[src/rtl/ds1302_pkg.sv]
// Shared definitions for the DS1302 command sequencer and its function-engine
// issue helper: engine function codes, write-protect register constants,
// the burst index, sequencer states and the command-byte builder.
package ds1302_pkg;

  localparam logic [1:0] FUNC_WR   = 2'b10;
  localparam logic [1:0] FUNC_RD   = 2'b01;
  localparam logic [1:0] FUNC_IDLE = 2'b00;

  localparam logic [7:0] WP_ADDR = 8'h8E;
  localparam logic [7:0] WP_CLR  = 8'h00;
  localparam logic [7:0] WP_SET  = 8'h80;

  localparam logic [4:0] BURST_IDX = 5'd31;

  typedef enum logic [3:0] {
    S_INIT_UNP,
    S_INIT_REG,
    S_INIT_PROT,
    S_IDLE,
    S_HOST_UNP,
    S_HOST_OP,
    S_HOST_PROT,
    S_POLL,
    S_RESP
  } seq_state_t;

  // DS1302 command byte: {1, ram_sel, idx[4:0], rd}
  function automatic logic [7:0] mk_cmd(input logic ram, input logic [4:0] idx, input logic rd);
    return {1'b1, ram, idx, rd};
  endfunction

endpackage

[src/rtl/ds_func_issue.sv]
// Start/done handshake towards the byte-level DS1302 function engine.
// Ports:
//   clk, rst_n            clock, synchronous active-low reset
//   start, op, addr, wdata operation request from the sequencer (taken when ready)
//   ready                 no operation in flight
//   done                  one-cycle pulse the cycle after func_done; rdata valid
//   rdata                 byte captured on the func_done cycle
//   func_start, register_addr, write_data, func_done, read_data  engine side
// Because func_start drops on the func_done edge and done is reported a cycle
// later, the sequencer can never start the next operation back-to-back: at
// least one idle cycle always separates engine operations.
module ds_func_issue
  import ds1302_pkg::*;
(
  input  logic       clk,
  input  logic       rst_n,
  input  logic       start,
  input  logic [1:0] op,
  input  logic [7:0] addr,
  input  logic [7:0] wdata,
  output logic       ready,
  output logic       done,
  output logic [7:0] rdata,
  output logic [1:0] func_start,
  output logic [7:0] register_addr,
  output logic [7:0] write_data,
  input  logic       func_done,
  input  logic [7:0] read_data
);

  assign ready = (func_start == FUNC_IDLE);

  always_ff @(posedge clk) begin
    if (!rst_n) begin
      func_start    <= FUNC_IDLE;
      register_addr <= 8'h00;
      write_data    <= 8'h00;
      rdata         <= 8'h00;
      done          <= 1'b0;
    end else begin
      done <= 1'b0;
      if (func_start != FUNC_IDLE) begin
        // func_done outside an operation (e.g. stale after reset) is ignored
        if (func_done) begin
          func_start <= FUNC_IDLE;
          rdata      <= read_data;
          done       <= 1'b1;
        end
      end else if (start) begin
        func_start    <= op;
        register_addr <= addr;
        write_data    <= wdata;
      end
    end
  end

endmodule

[src/rtl/ds_cmd_sequencer.sv]
// DS1302 command sequencer: runs the init sequence (unprotect, preload clock
// registers, protect), serves single-register host reads/writes (writes
// optionally wrapped in unprotect/protect), and periodically polls clock
// registers 0..NUM_REGS-1 into a shadow published on time_regs.
// Ports:
//   clk, rst_n                         clock, synchronous active-low reset
//   req_valid/ready/write/reg/data     host request
//   rsp_valid/data/err                 one-cycle host response
//   poll_en, time_regs, time_valid     periodic poll control and result
//   init_done                          init sequence finished (level)
//   func_start, func_done, register_addr, write_data, read_data  engine side
module ds_cmd_sequencer
  import ds1302_pkg::*;
#(
  parameter int                    NUM_REGS     = 3,
  parameter logic [8*NUM_REGS-1:0] INIT_DATA    = 24'h22_13_00,
  parameter int                    POLL_PERIOD  = 50_000_000,
  parameter bit                    WRAP_PROTECT = 1'b1
) (
  input  logic                  clk,
  input  logic                  rst_n,
  input  logic                  req_valid,
  output logic                  req_ready,
  input  logic                  req_write,
  input  logic [5:0]            req_reg,
  input  logic [7:0]            req_data,
  output logic                  rsp_valid,
  output logic [7:0]            rsp_data,
  output logic                  rsp_err,
  input  logic                  poll_en,
  output logic [8*NUM_REGS-1:0] time_regs,
  output logic                  time_valid,
  output logic                  init_done,
  output logic [1:0]            func_start,
  input  logic                  func_done,
  output logic [7:0]            register_addr,
  output logic [7:0]            write_data,
  input  logic [7:0]            read_data
);

  localparam int               CNT_W    = (POLL_PERIOD > 1) ? $clog2(POLL_PERIOD) : 1;
  localparam logic [CNT_W-1:0] CNT_LAST = CNT_W'(POLL_PERIOD - 1);
  localparam logic [2:0]       IDX_LAST = 3'(NUM_REGS - 1);

  seq_state_t state, state_next;

  logic                     issued;
  logic [2:0]               idx;
  logic                     h_write, h_ram, h_wrap;
  logic [4:0]               h_idx;
  logic [7:0]               h_data;
  logic [7:0]               rsp_data_q;
  logic                     rsp_err_q;
  logic [NUM_REGS-1:0][7:0] shadow, time_q;
  logic [CNT_W-1:0]         poll_cnt;
  logic                     poll_pending;

  logic       iss_start, iss_ready, iss_done;
  logic [1:0] iss_op;
  logic [7:0] iss_addr, iss_wdata, iss_rdata, init_byte;
  logic       op_state, accept, poll_go, req_burst, req_wrap;

  assign req_burst = (req_reg[4:0] == BURST_IDX);
  // The write-protect register itself is written bare
  assign req_wrap  = WRAP_PROTECT && req_write && (req_reg != 6'd7);
  assign op_state  = (state != S_IDLE) && (state != S_RESP);
  assign iss_start = op_state && !issued;

  assign rsp_valid = (state == S_RESP);
  assign rsp_data  = rsp_valid ? rsp_data_q : 8'h00;
  assign rsp_err   = rsp_valid && rsp_err_q;
  assign time_regs = time_q;

  always_comb begin
    init_byte = 8'h00;
    for (int j = 0; j < NUM_REGS; j++)
      if (3'(j) == idx) init_byte = INIT_DATA[8*j +: 8];
  end

  always_comb begin
    state_next = state;
    iss_op     = FUNC_WR;
    iss_addr   = 8'h00;
    iss_wdata  = 8'h00;
    req_ready  = 1'b0;
    accept     = 1'b0;
    poll_go    = 1'b0;
    case (state)
      S_INIT_UNP: begin
        iss_addr  = WP_ADDR;
        iss_wdata = WP_CLR;
        if (iss_done) state_next = S_INIT_REG;
      end
      S_INIT_REG: begin
        iss_addr  = mk_cmd(1'b0, {2'b00, idx}, 1'b0);
        iss_wdata = init_byte;
        if (iss_done && idx == 3'd0) state_next = S_INIT_PROT;
      end
      S_INIT_PROT: begin
        iss_addr  = WP_ADDR;
        iss_wdata = WP_SET;
        if (iss_done) state_next = S_IDLE;
      end
      S_IDLE: begin
        req_ready = iss_ready;
        if (iss_ready) begin
          // host requests win over a pending poll round
          if (req_valid) begin
            accept = 1'b1;
            if (req_burst)     state_next = S_RESP;
            else if (req_wrap) state_next = S_HOST_UNP;
            else               state_next = S_HOST_OP;
          end else if (poll_pending) begin
            poll_go    = 1'b1;
            state_next = S_POLL;
          end
        end
      end
      S_HOST_UNP: begin
        iss_addr  = WP_ADDR;
        iss_wdata = WP_CLR;
        if (iss_done) state_next = S_HOST_OP;
      end
      S_HOST_OP: begin
        iss_op    = h_write ? FUNC_WR : FUNC_RD;
        iss_addr  = mk_cmd(h_ram, h_idx, ~h_write);
        iss_wdata = h_data;
        if (iss_done) state_next = h_wrap ? S_HOST_PROT : S_RESP;
      end
      S_HOST_PROT: begin
        iss_addr  = WP_ADDR;
        iss_wdata = WP_SET;
        if (iss_done) state_next = S_RESP;
      end
      S_POLL: begin
        iss_op   = FUNC_RD;
        iss_addr = mk_cmd(1'b0, {2'b00, idx}, 1'b1);
        if (iss_done && idx == IDX_LAST) state_next = S_IDLE;
      end
      S_RESP:  state_next = S_IDLE;
      default: state_next = S_INIT_UNP;
    endcase
  end

  always_ff @(posedge clk) begin
    if (!rst_n) state <= S_INIT_UNP;
    else        state <= state_next;
  end

  always_ff @(posedge clk) begin
    if (!rst_n) begin
      issued     <= 1'b0;
      idx        <= 3'd0;
      h_write    <= 1'b0;
      h_ram      <= 1'b0;
      h_idx      <= 5'd0;
      h_data     <= 8'h00;
      h_wrap     <= 1'b0;
      rsp_data_q <= 8'h00;
      rsp_err_q  <= 1'b0;
      shadow     <= '0;
      time_q     <= '0;
      time_valid <= 1'b0;
      init_done  <= 1'b0;
    end else begin
      time_valid <= 1'b0;
      // one engine operation per op-state visit
      if (iss_start && iss_ready) issued <= 1'b1;
      else if (iss_done)          issued <= 1'b0;
      if (accept) begin
        h_write    <= req_write;
        h_ram      <= req_reg[5];
        h_idx      <= req_reg[4:0];
        h_data     <= req_data;
        h_wrap     <= req_wrap;
        rsp_data_q <= 8'h00;
        rsp_err_q  <= req_burst;
      end
      if (poll_go) idx <= 3'd0;
      if (iss_done) begin
        case (state)
          S_INIT_UNP:  idx <= IDX_LAST;
          S_INIT_REG:  idx <= idx - 3'd1;
          S_INIT_PROT: init_done <= 1'b1;
          S_HOST_OP:   if (!h_write) rsp_data_q <= iss_rdata;
          S_POLL: begin
            for (int j = 0; j < NUM_REGS; j++)
              if (3'(j) == idx) shadow[j] <= iss_rdata;
            idx <= idx + 3'd1;
            // publish the whole round at once, including the byte just read
            if (idx == IDX_LAST) begin
              for (int j = 0; j < NUM_REGS; j++)
                time_q[j] <= (3'(j) == idx) ? iss_rdata : shadow[j];
              time_valid <= 1'b1;
            end
          end
          default: ;
        endcase
      end
    end
  end

  // A second expiry while a round is pending is simply absorbed.
  always_ff @(posedge clk) begin
    if (!rst_n) begin
      poll_cnt     <= '0;
      poll_pending <= 1'b0;
    end else begin
      if (poll_go) poll_pending <= 1'b0;
      if (!poll_en) begin
        poll_cnt <= '0;
      end else if (poll_cnt == CNT_LAST) begin
        poll_cnt     <= '0;
        poll_pending <= 1'b1;
      end else begin
        poll_cnt <= poll_cnt + 1'b1;
      end
    end
  end

  ds_func_issue u_issue (
    .clk          (clk),
    .rst_n        (rst_n),
    .start        (iss_start),
    .op           (iss_op),
    .addr         (iss_addr),
    .wdata        (iss_wdata),
    .ready        (iss_ready),
    .done         (iss_done),
    .rdata        (iss_rdata),
    .func_start   (func_start),
    .register_addr(register_addr),
    .write_data   (write_data),
    .func_done    (func_done),
    .read_data    (read_data)
  );

endmodule

[config.mk]
export PLATFORM = sky130hd
export DESIGN_NAME = ds_cmd_sequencer
export DESIGN_NICKNAME = d
export VERILOG_FILES = /design/src/rtl/ds1302_pkg.sv /design/src/rtl/ds_func_issue.sv /design/src/rtl/ds_cmd_sequencer.sv
export SDC_FILE = /design/constraint.sdc
export NUM_CORES = 1
export LEC_CHECK = 0
export CAP_MARGIN = 5
export CORE_MARGIN = 5
export CORE_UTILIZATION = 45
export DETAILED_ROUTE_END_ITERATION = 10
export PLACE_DENSITY = 0.75
export SLEW_MARGIN = 25
export SYNTH_ARGS = -nofsm -noshare
export SYNTH_HDL_FRONTEND = slang
export SYNTH_SLANG_ARGS = --single-unit
[constraint.sdc]
create_clock -name clk -period 2.2 [get_ports clk]
set_clock_uncertainty 0.05 [all_clocks]
set_input_delay 0.44 -clock clk [delete_from_list [all_inputs] [get_ports clk]]
set_output_delay 0.44 -clock clk [all_outputs]
set_load 0.01 [all_outputs]
; ---- Word-level counts from Yosys, hierarchy flattened
; Index checks and enable logic that the tools add are counted.
[totals]
register_bits = 137
in_bits = 28
word_cells = 133
[op_classes]
n_addsub = 3
eq_ne = 26
muxes = 49
bitwise_logic = 4
reduce_logical = 26
[op_table]
columns = operator, n
row1 = 8-bit 2-to-1 mux, 8
row2 = 4-bit 2-to-1 mux, 12
row3 = 4-bit one-hot mux with 9 select lines, 1
row4 = 8-bit one-hot mux with 4 select lines, 1
row5 = 26-bit by 1-bit adder with 26-bit output (second input constant), 1
row6 = 26-bit == test (second input constant), 1
row7 = 8-bit one-hot mux with 3 select lines, 1
row8 = 4-bit by 3-bit == test with 1-bit output (second input constant), 4
row9 = 1-bit 2-to-1 mux, 16
row10 = 2-bit AND reduction, 6
row11 = 2-bit by 1-bit inequality test with 1-bit output (second input constant), 5
row12 = 3-bit one-hot mux with 3 select lines, 1
row13 = 9-bit AND reduction, 1
row14 = 4-bit by 2-bit == test with 1-bit output (second input constant), 2
row15 = 2-bit 2-to-1 mux, 4
row16 = 2-bit inequality test (second input constant), 4
row17 = 1-bit logical AND, 7
row18 = 3-bit 2-to-1 mux, 2
row19 = 6-bit 2-to-1 mux, 1
row20 = 6-bit by 3-bit inequality test with 1-bit output (second input constant), 1
row21 = 3-bit AND reduction, 2
row22 = 2-bit nonzero test, 3
row23 = 5-bit == test (second input constant), 1
row24 = 5-bit 2-to-1 mux, 1
row25 = 19 further kinds, 22

; ---- Logic depth before layout (Yosys ltp)
; Gate-level depths: netlist (run 1).
[depth]
depth_word = 7
ltp_mapped = 8

; ---- Cells and area by module
; From an unflattened synthesis (run 1), not the netlist that was laid out.
[hier_totals]
cells_unflattened = 657
area_unflattened_um2 = 5728.0
[by_module_without_submodules]
columns = module, n_inst, cells_per_inst, area_each_um2
row1 = ds_cmd_sequencer, 1, 539, 4629.4
row2 = ds_func_issue, 1, 118, 1098.6

; ---- Least setup slack after synthesis (run 1)
; OpenSTA, ideal clock, no wires.
[synth_path]
kind = register to output
startpoint = reg state[1]
endpoint = out rsp_data[0]
arrival_time_ns = 1.606
required_time_ns = 1.710
slack_ns = 0.104
stages_incl_launch_ff = 6
n_path_buf = 3
path_cell_list = dfxtp_1 -> buf_2 -> buf_2 -> buf_1 -> nor4b_2 -> and2_1
[synth_between]
elab_chain_len = 2
[synth_lines]
columns = item, line
row1 = from (decl), ds_cmd_sequencer.sv:45  ; seq_state_t state, state_next;
row2 = from (signal assigned), ds_cmd_sequencer.sv:147  ; else state <= state_next;
row3 = 4-bit == test, ds_cmd_sequencer.sv:69  ; assign rsp_valid = (state == S_RESP);
row4 = net rsp_valid, ds_cmd_sequencer.sv:27  ; output logic rsp_valid,
row5 = 8-bit 2-to-1 mux, ds_cmd_sequencer.sv:70  ; assign rsp_data = rsp_valid ? rsp_data_q : 8'h00;
row6 = to (decl), ds_cmd_sequencer.sv:28  ; output logic [7:0] rsp_data,
; The timed path passes the listed nets, and every way through them passes these cells.

; ---- Worst setup path after layout (run 1)
[layout_path]
startpoint = reg state[1]
endpoint = out rsp_err
[layout_between]
elab_chain_len = 2
[layout_lines]
columns = item, line
row1 = 4-bit == test, ds_cmd_sequencer.sv:69
row2 = 1-bit logical AND, ds_cmd_sequencer.sv:71  ; assign rsp_err = rsp_valid && rsp_err_q;
row3 = to (decl), ds_cmd_sequencer.sv:29  ; output logic rsp_err,
; No other way between the ends.

==> flow_summary.toml, run 1 <==
[synthesis]
yosysMostFrequentCell = "dfxtp_1"
yosysTopAreaCell = "dfxtp_1"
async_flop_share_pct = 0
synth_area_leaders = "dfxtp_1, nand2_1, mux2i_1"
synthTopCellsByCount = "dfxtp_1, nand2_1, nor2_1, a21oi_1, mux2i_1"
synth_top_flop_cell = "dfxtp_1"
synth-warning-count = 0
synth_edf_count = 0
ys_types = 63
synth_top_area_share_pct = 46.3
synth.yosys.seq_area_share_pct = 46.3
avgSynthCellArea_um2 = 8.63
syn_inst = 646
synth_seq_cells = 129
synth_area_mm2 = 0.00558
synth_nets = 680

[clock_tree]
cts_buffers = 17
path_clk_slew_ns = 0.05
tritoncts = "yes"
cts.htree.levels = 4
clk_path_buf_depth = 2
hold_buffers = 0
clock_sinks = 129
clkLatencyLatePin_ns = 0.42
root_buffer = "clkbuf_16"

[sta]
report.final.setup_viol = 0
hold_viol = 0
timing.final.ws_setup_ns = 0.0925
slew_viol_final = 0
relSlewSlack_pct = 50.7
timing.hold.ws_ns = 0.395
fin_crit_ns = 2.11
tightest_slew_ns = 0.732
tns_ns = 0
fmax_ghz = 0.474
min_period_over_period_pct = 95.8

[route]
ant_nets = 0
vias_per_cell = 5.39
drtIter0Drc = 347
vias = 4898
wl_um = 14500
avgRoutedWirePerCell_um = 16.0
drt_first_pass_iters = 5
post-route-drc-count = 0

[floorplanning]
dieWidth_um = 121
core_mm2 = 0.0121
dieArea_mm2 = 0.0147
placementRows = 40
io_pins = 83
dieHeight_um = 121
start_util_pct = 46.2

[placed_design]
post-place-ws_ns = 0.0879
io_buffers = 82
dp_hpwl_um = 9990
gp_routability_congestion = 0.867
place_inst = 871
placed_area_mm2 = 0.00657

[hold_path]
hold_class = "reg2reg"
min_path_cells = 1
holdPathEnd = "poll_cnt[0]"
worstHoldStart = "poll_cnt[0]"

[power]
p_sw_mw = 1.30
p_sw_share_pct = 22.5
power_leakage_nw = 2.77
power_frac_clock_pct = 52.2
internal_power_mw = 4.49
combPwrFrac_pct = 6.1
p_total_mw = 5.79
seqPwrFrac_pct = 41.7
vdd_drop_max_mv = 0.541
power.density_mw_per_mm2 = 797

[flow_run]
cap_violations = 0

[worst_setup_path]
crit_start = "state[1]"
slowest_stage = "dfxtp_4"
reg2reg_from = "idx[1]"
cp-end-kind = "primary output"
path_common_cell = "buf_4"
r2r_cells = 7
crit_type = "reg2out"
path_max_fanout = 6
critPathArrivalTime_ns = 1.62
path_cells = "nor4b_4, buf_4, buf_4, and2_1, clkbuf_2"
startpoint_type = "register"
r2r-end = "state[0]"
r2r_setup_slack_ns = 0.14
worstPathRequired_ns = 1.71
critPathMaxStageDelay_ns = 0.36

[grt]
grt_first_pass_wirelength_um = 24400
grt_pass1_vias = 4883
grt.total_usage_pct = 20.6
grt_antenna_before_repair = 0
grt_max_degree = 31
grt_overflow_total = 0

[finish]
finalNonFillerCells = 908
final_cell_area_mm2 = 0.00726
antenna_cells = 0
num-fill-cells = 1031
synthToLayoutAreaGrowth_pct = 30.2
layout.nets = 761
post-route-util_pct = 60.2
drive_gt1_share_pct = 13.8

[outcome]
status = "finished clean"
-- flip-flops by register name, summed over array words and instances, names as in the netlist --
| name | flops |
|---|---|
| poll_cnt | 26 |
| u_issue.register_addr | 8 |
| idx | 3 |
| rsp_err_q | 1 |
| h_ram | 1 |
| h_idx | 5 |
| state | 4 |
| u_issue.func_start | 2 |
| u_issue.write_data | 8 |
| shadow | 16 |
| rsp_data_q | 8 |
| h_wrap | 1 |
| time_regs | 24 |
| h_data | 8 |
| u_issue.done | 1 |
| time_valid | 1 |
| poll_pending | 1 |
| h_write | 1 |
| init_done | 1 |
| issued | 1 |
| u_issue.rdata | 8 |
-- power groups by stage --
stage | Sequential [mW] | Clock (mW) | Combinational (mW)
finish | 2.41 | 3.02 | 0.354
floorplan | 2.44 | 0 | 0.207
global route | 2.41 | 3.18 | 0.386
detailed placement | 2.46 | 0 | 0.344
CTS | 2.41 | 3.05 | 0.351
global placement | 2.46 | 0 | 0.336
-- final cells by class --
type,count,area [µm²],share of cell area (%)
Multi-Input combinational cell,456,2770,38.1
Sequential cell,129,2590,35.7
Timing Repair Buffer,112,1020,14.0
Clock buffer,20,457,6.29
Tap cell,168,210,2.90
Clock inverter,12,178,2.45
Inverter,11,41.3,0.569
-- cell usage in the layout (no fill, tap or decap), drive strengths merged, types with 4 or more instances in the layout --
master and count:
o21ai 27, nor2 76, nand4 6, a22oi 18, and3 4, a22o 8, nor4 4, nor3 10
buf 38, and2 10, ha 6, or2 5, nand2b 5, inv 13, nand3 31, clkinv 5
dfxtp 129, bufinv 4, clkdlybuf4s50 71, nand2 94, mux2i 33, clkbuf 22, xor2 9, xnor2 15
nor2b 6, a21oi 49
-- worst max-delay path: cells and delay by family (launching register included) --
kind	cells	cell delay, ns
buf+inv	3	0.40
flops	1	0.36
simple gates	2	0.44
-- timing repair --
action,in CTS,in global routing
buffers inserted,7,2
resized for setup,51,10
gates cloned,1,0
pin swaps,3,1
endpoints found under the setup margin,11,15
-- per-layer routing --
metal	GRT usage [%]	part of all wire (%)	vias to the layer above
met1	26.1	45	2339
met3	5.69	5.6	29
met4	7.42	1.9	0
met5	0	0	-
li1	-	-	2382
met2	33.6	48	148
-- worst max-delay path by stage --
stage                  endpoint  slack (ns)  cells after the start
CTS                 rsp_data[3]       -0.13                      8
finish                  rsp_err        0.09                      5
global route            rsp_err       -0.01                      5
global placement       state[2]        0.15                      4
detailed placement     state[2]        0.09                      4
floorplan           rsp_data[0]        0.10                      5
-- logic make-up (layout without fill, tap and decap cells) --
kind of cell    count (synthesis)  in the layout  synth area share (%)
xor+xnor                       24             24                  3.77
mux                            36             36                  6.53
buf+inv                        61            155                  4.85
flops                         129            129                  46.3
simple gates                  272            272                  24.2
compound gates                117            117                  12.8
fa+ha+maj                       7              7                  1.53
Power figures use the tool's default switching activity.
==> run 2, diff against run 1 <==
DONT_BUFFER_PORTS = 1   (was unset)
PLACE_DENSITY = 0.67   (was 0.75)
==> run 2 against run 1 <==
Against the previous run: clock-buffer cell count grew 1; critical path depth fell by 1; first-iteration DRC count shrank 0.29%; routed wire length down 7.3%.
==> flow_summary.toml, run 2 (same netlist as run 1, synthesis figures left out) <==
[placed_design]
io_buffers = 0
placed_area_mm2 = 0.00575
dp_hpwl_um = 9550
post-place-ws_ns = 0.199
gp_routability_congestion = 0.847
place_inst = 789

[finish]
layout.nets = 676
antenna_cells = 0
final_cell_mix = "dfxtp_1, nand2_1, nor2_1"
largest_reg_flops = 26
regMostFlops = "poll_cnt"
synthToLayoutAreaGrowth_pct = 14.3
num-fill-cells = 1121
drive_gt1_share_pct = 13.9
finalNonFillerCells = 823
final_cell_area_mm2 = 0.00638
multi_input_area_mm2 = 0.00276
layout_commonest_cell = "dfxtp_1"
ff_latch_area_mm2 = 0.00259

[worst_setup_path]
slowest_stage = "dfxtp_4"
crit_type = "reg2out"
path_cells = "buf_12, nor4b_4, buf_6, and2_4"
critPathArrivalTime_ns = 1.62
critPathMaxStageDelay_ns = 0.35
startpoint_type = "register"
path_max_fanout = 20
cp-end-kind = "primary output"
worstPathRequired_ns = 1.71

[grt]
grt_max_degree = 47
grt.total_usage_pct = 19.0
grt_antenna_before_repair = 0
grt_overflow_total = 0
grt_pass1_vias = 4297
grt_first_pass_wirelength_um = 22100

[sta]
fin_crit_ns = 2.11
slew_viol_final = 0
hold_viol = 0
relSlewSlack_pct = 52.4
tns_ns = 0
rsz0062_at_grt = "false"
timing.final.ws_setup_ns = 0.0922
tightest_slew_ns = 0.705
fmax_ghz = 0.474
report.final.setup_viol = 0
min_period_over_period_pct = 95.8

[route]
top_layer = "met4"
avgRoutedWirePerCell_um = 16.3
ant_nets = 0
vias = 4478
met2WireLength_um = 6480
met3WireLength_um = 965
drt-met1-wl_um = 5830
wl_um = 13400
post-route-drc-count = 0
drt_first_pass_iters = 5
vias_per_cell = 5.44
drtIter0Drc = 346

[clock_tree]
tritoncts = "yes"
clk_path_buf_depth = 2
cts.htree.levels = 4
root_buffer = "clkbuf_16"
path_clk_slew_ns = 0.05
clock_sinks = 129
clkLatencyLatePin_ns = 0.41
cts_buffers = 17

[power]
power.density_mw_per_mm2 = 823
p_total_mw = 5.25
power_leakage_nw = 2.40
vdd_drop_max_mv = 0.536

[floorplanning]
core_mm2 = 0.0121
start_util_pct = 46.2
placementRows = 40
io_pins = 83
dieWidth_um = 121
dieHeight_um = 121
dieArea_mm2 = 0.0147

[flow_run]
cap_violations = 0

[outcome]
status = "finished clean"

[hold_path]
hold_class = "in2reg"
-- run 2: cell count changes in the layout (fill, tap and decap cells not counted), sizes merged --
cell | before | now
bufinv | 4 | 1
clkdlybuf4s50 | 71 | 0
clkinvlp | 1 | 2
clkinv | 5 | 9
buf | 38 | 27
dlygate4sd2 | 1 | 0
clkbuf | 22 | 21
inv | 13 | 10
-- run 2: what timing repair did --
action | in CTS | in global routing
hold buffers | 0 | 0
resized for setup | 16 | 7
endpoints found under the hold margin | 0 | 0
cloned | 1 | 0
endpoints found under the setup margin | 9 | 9
pin swaps | 1 | 2
buffers inserted | 0 | 3
-- run 2: final cells by class --
cell class | instances | area share [%]
tap | 168 | 3.30
sequential | 129 | 40.7
inverter | 11 | 0.648
timing repair buffer | 27 | 3.43
multi-input combinational | 456 | 43.3
clock buffer | 21 | 7.22
clock inverter | 11 | 1.39
-- run 2: metrics by stage --
step	hold WS, ns	util [%]
4_1_cts	0.0913	52.6
6_report	0.110	52.9
2_1_floorplan	0.368	-
3_3_place_gp	0.381	47.7
3_5_place_dp	0.401	47.7
5_1_grt	0.0968	52.9
-- run 2: critical path: cells and delay by family (launching register included) --
| family | cells | cell delay [ns] |
|---|---|---|
| simple gates | 2 | 0.49 |
| buf+inv | 2 | 0.36 |
| flops | 1 | 0.35 |
-- run 2: path summary, 6_finish.rpt --
kind                from             to  slack [ns]  depth (start not counted)
max             state[1]    rsp_data[7]        0.09                          4
min reg2reg    h_data[1]      h_data[1]        0.41                          2
max reg2reg     state[2]  rsp_data_q[4]        0.19                          5
min          req_data[5]      h_data[5]        0.11                          2
-- run 2: metal layers --
metal | vias up | track usage, %
li1 | 2210 | -
met3 | 16 | 6.15
met5 | - | 0
met4 | 0 | 5.53
met2 | 131 | 31.1
met1 | 2121 | 23.8
-- run 2: power breakdown --
group	leakage, nW	switching [mW]	internal, mW	total, mW
registers	1.04	0.0514	2.37	2.42
clock network	0.272	0.984	1.60	2.58
logic	1.09	0.160	0.0915	0.252
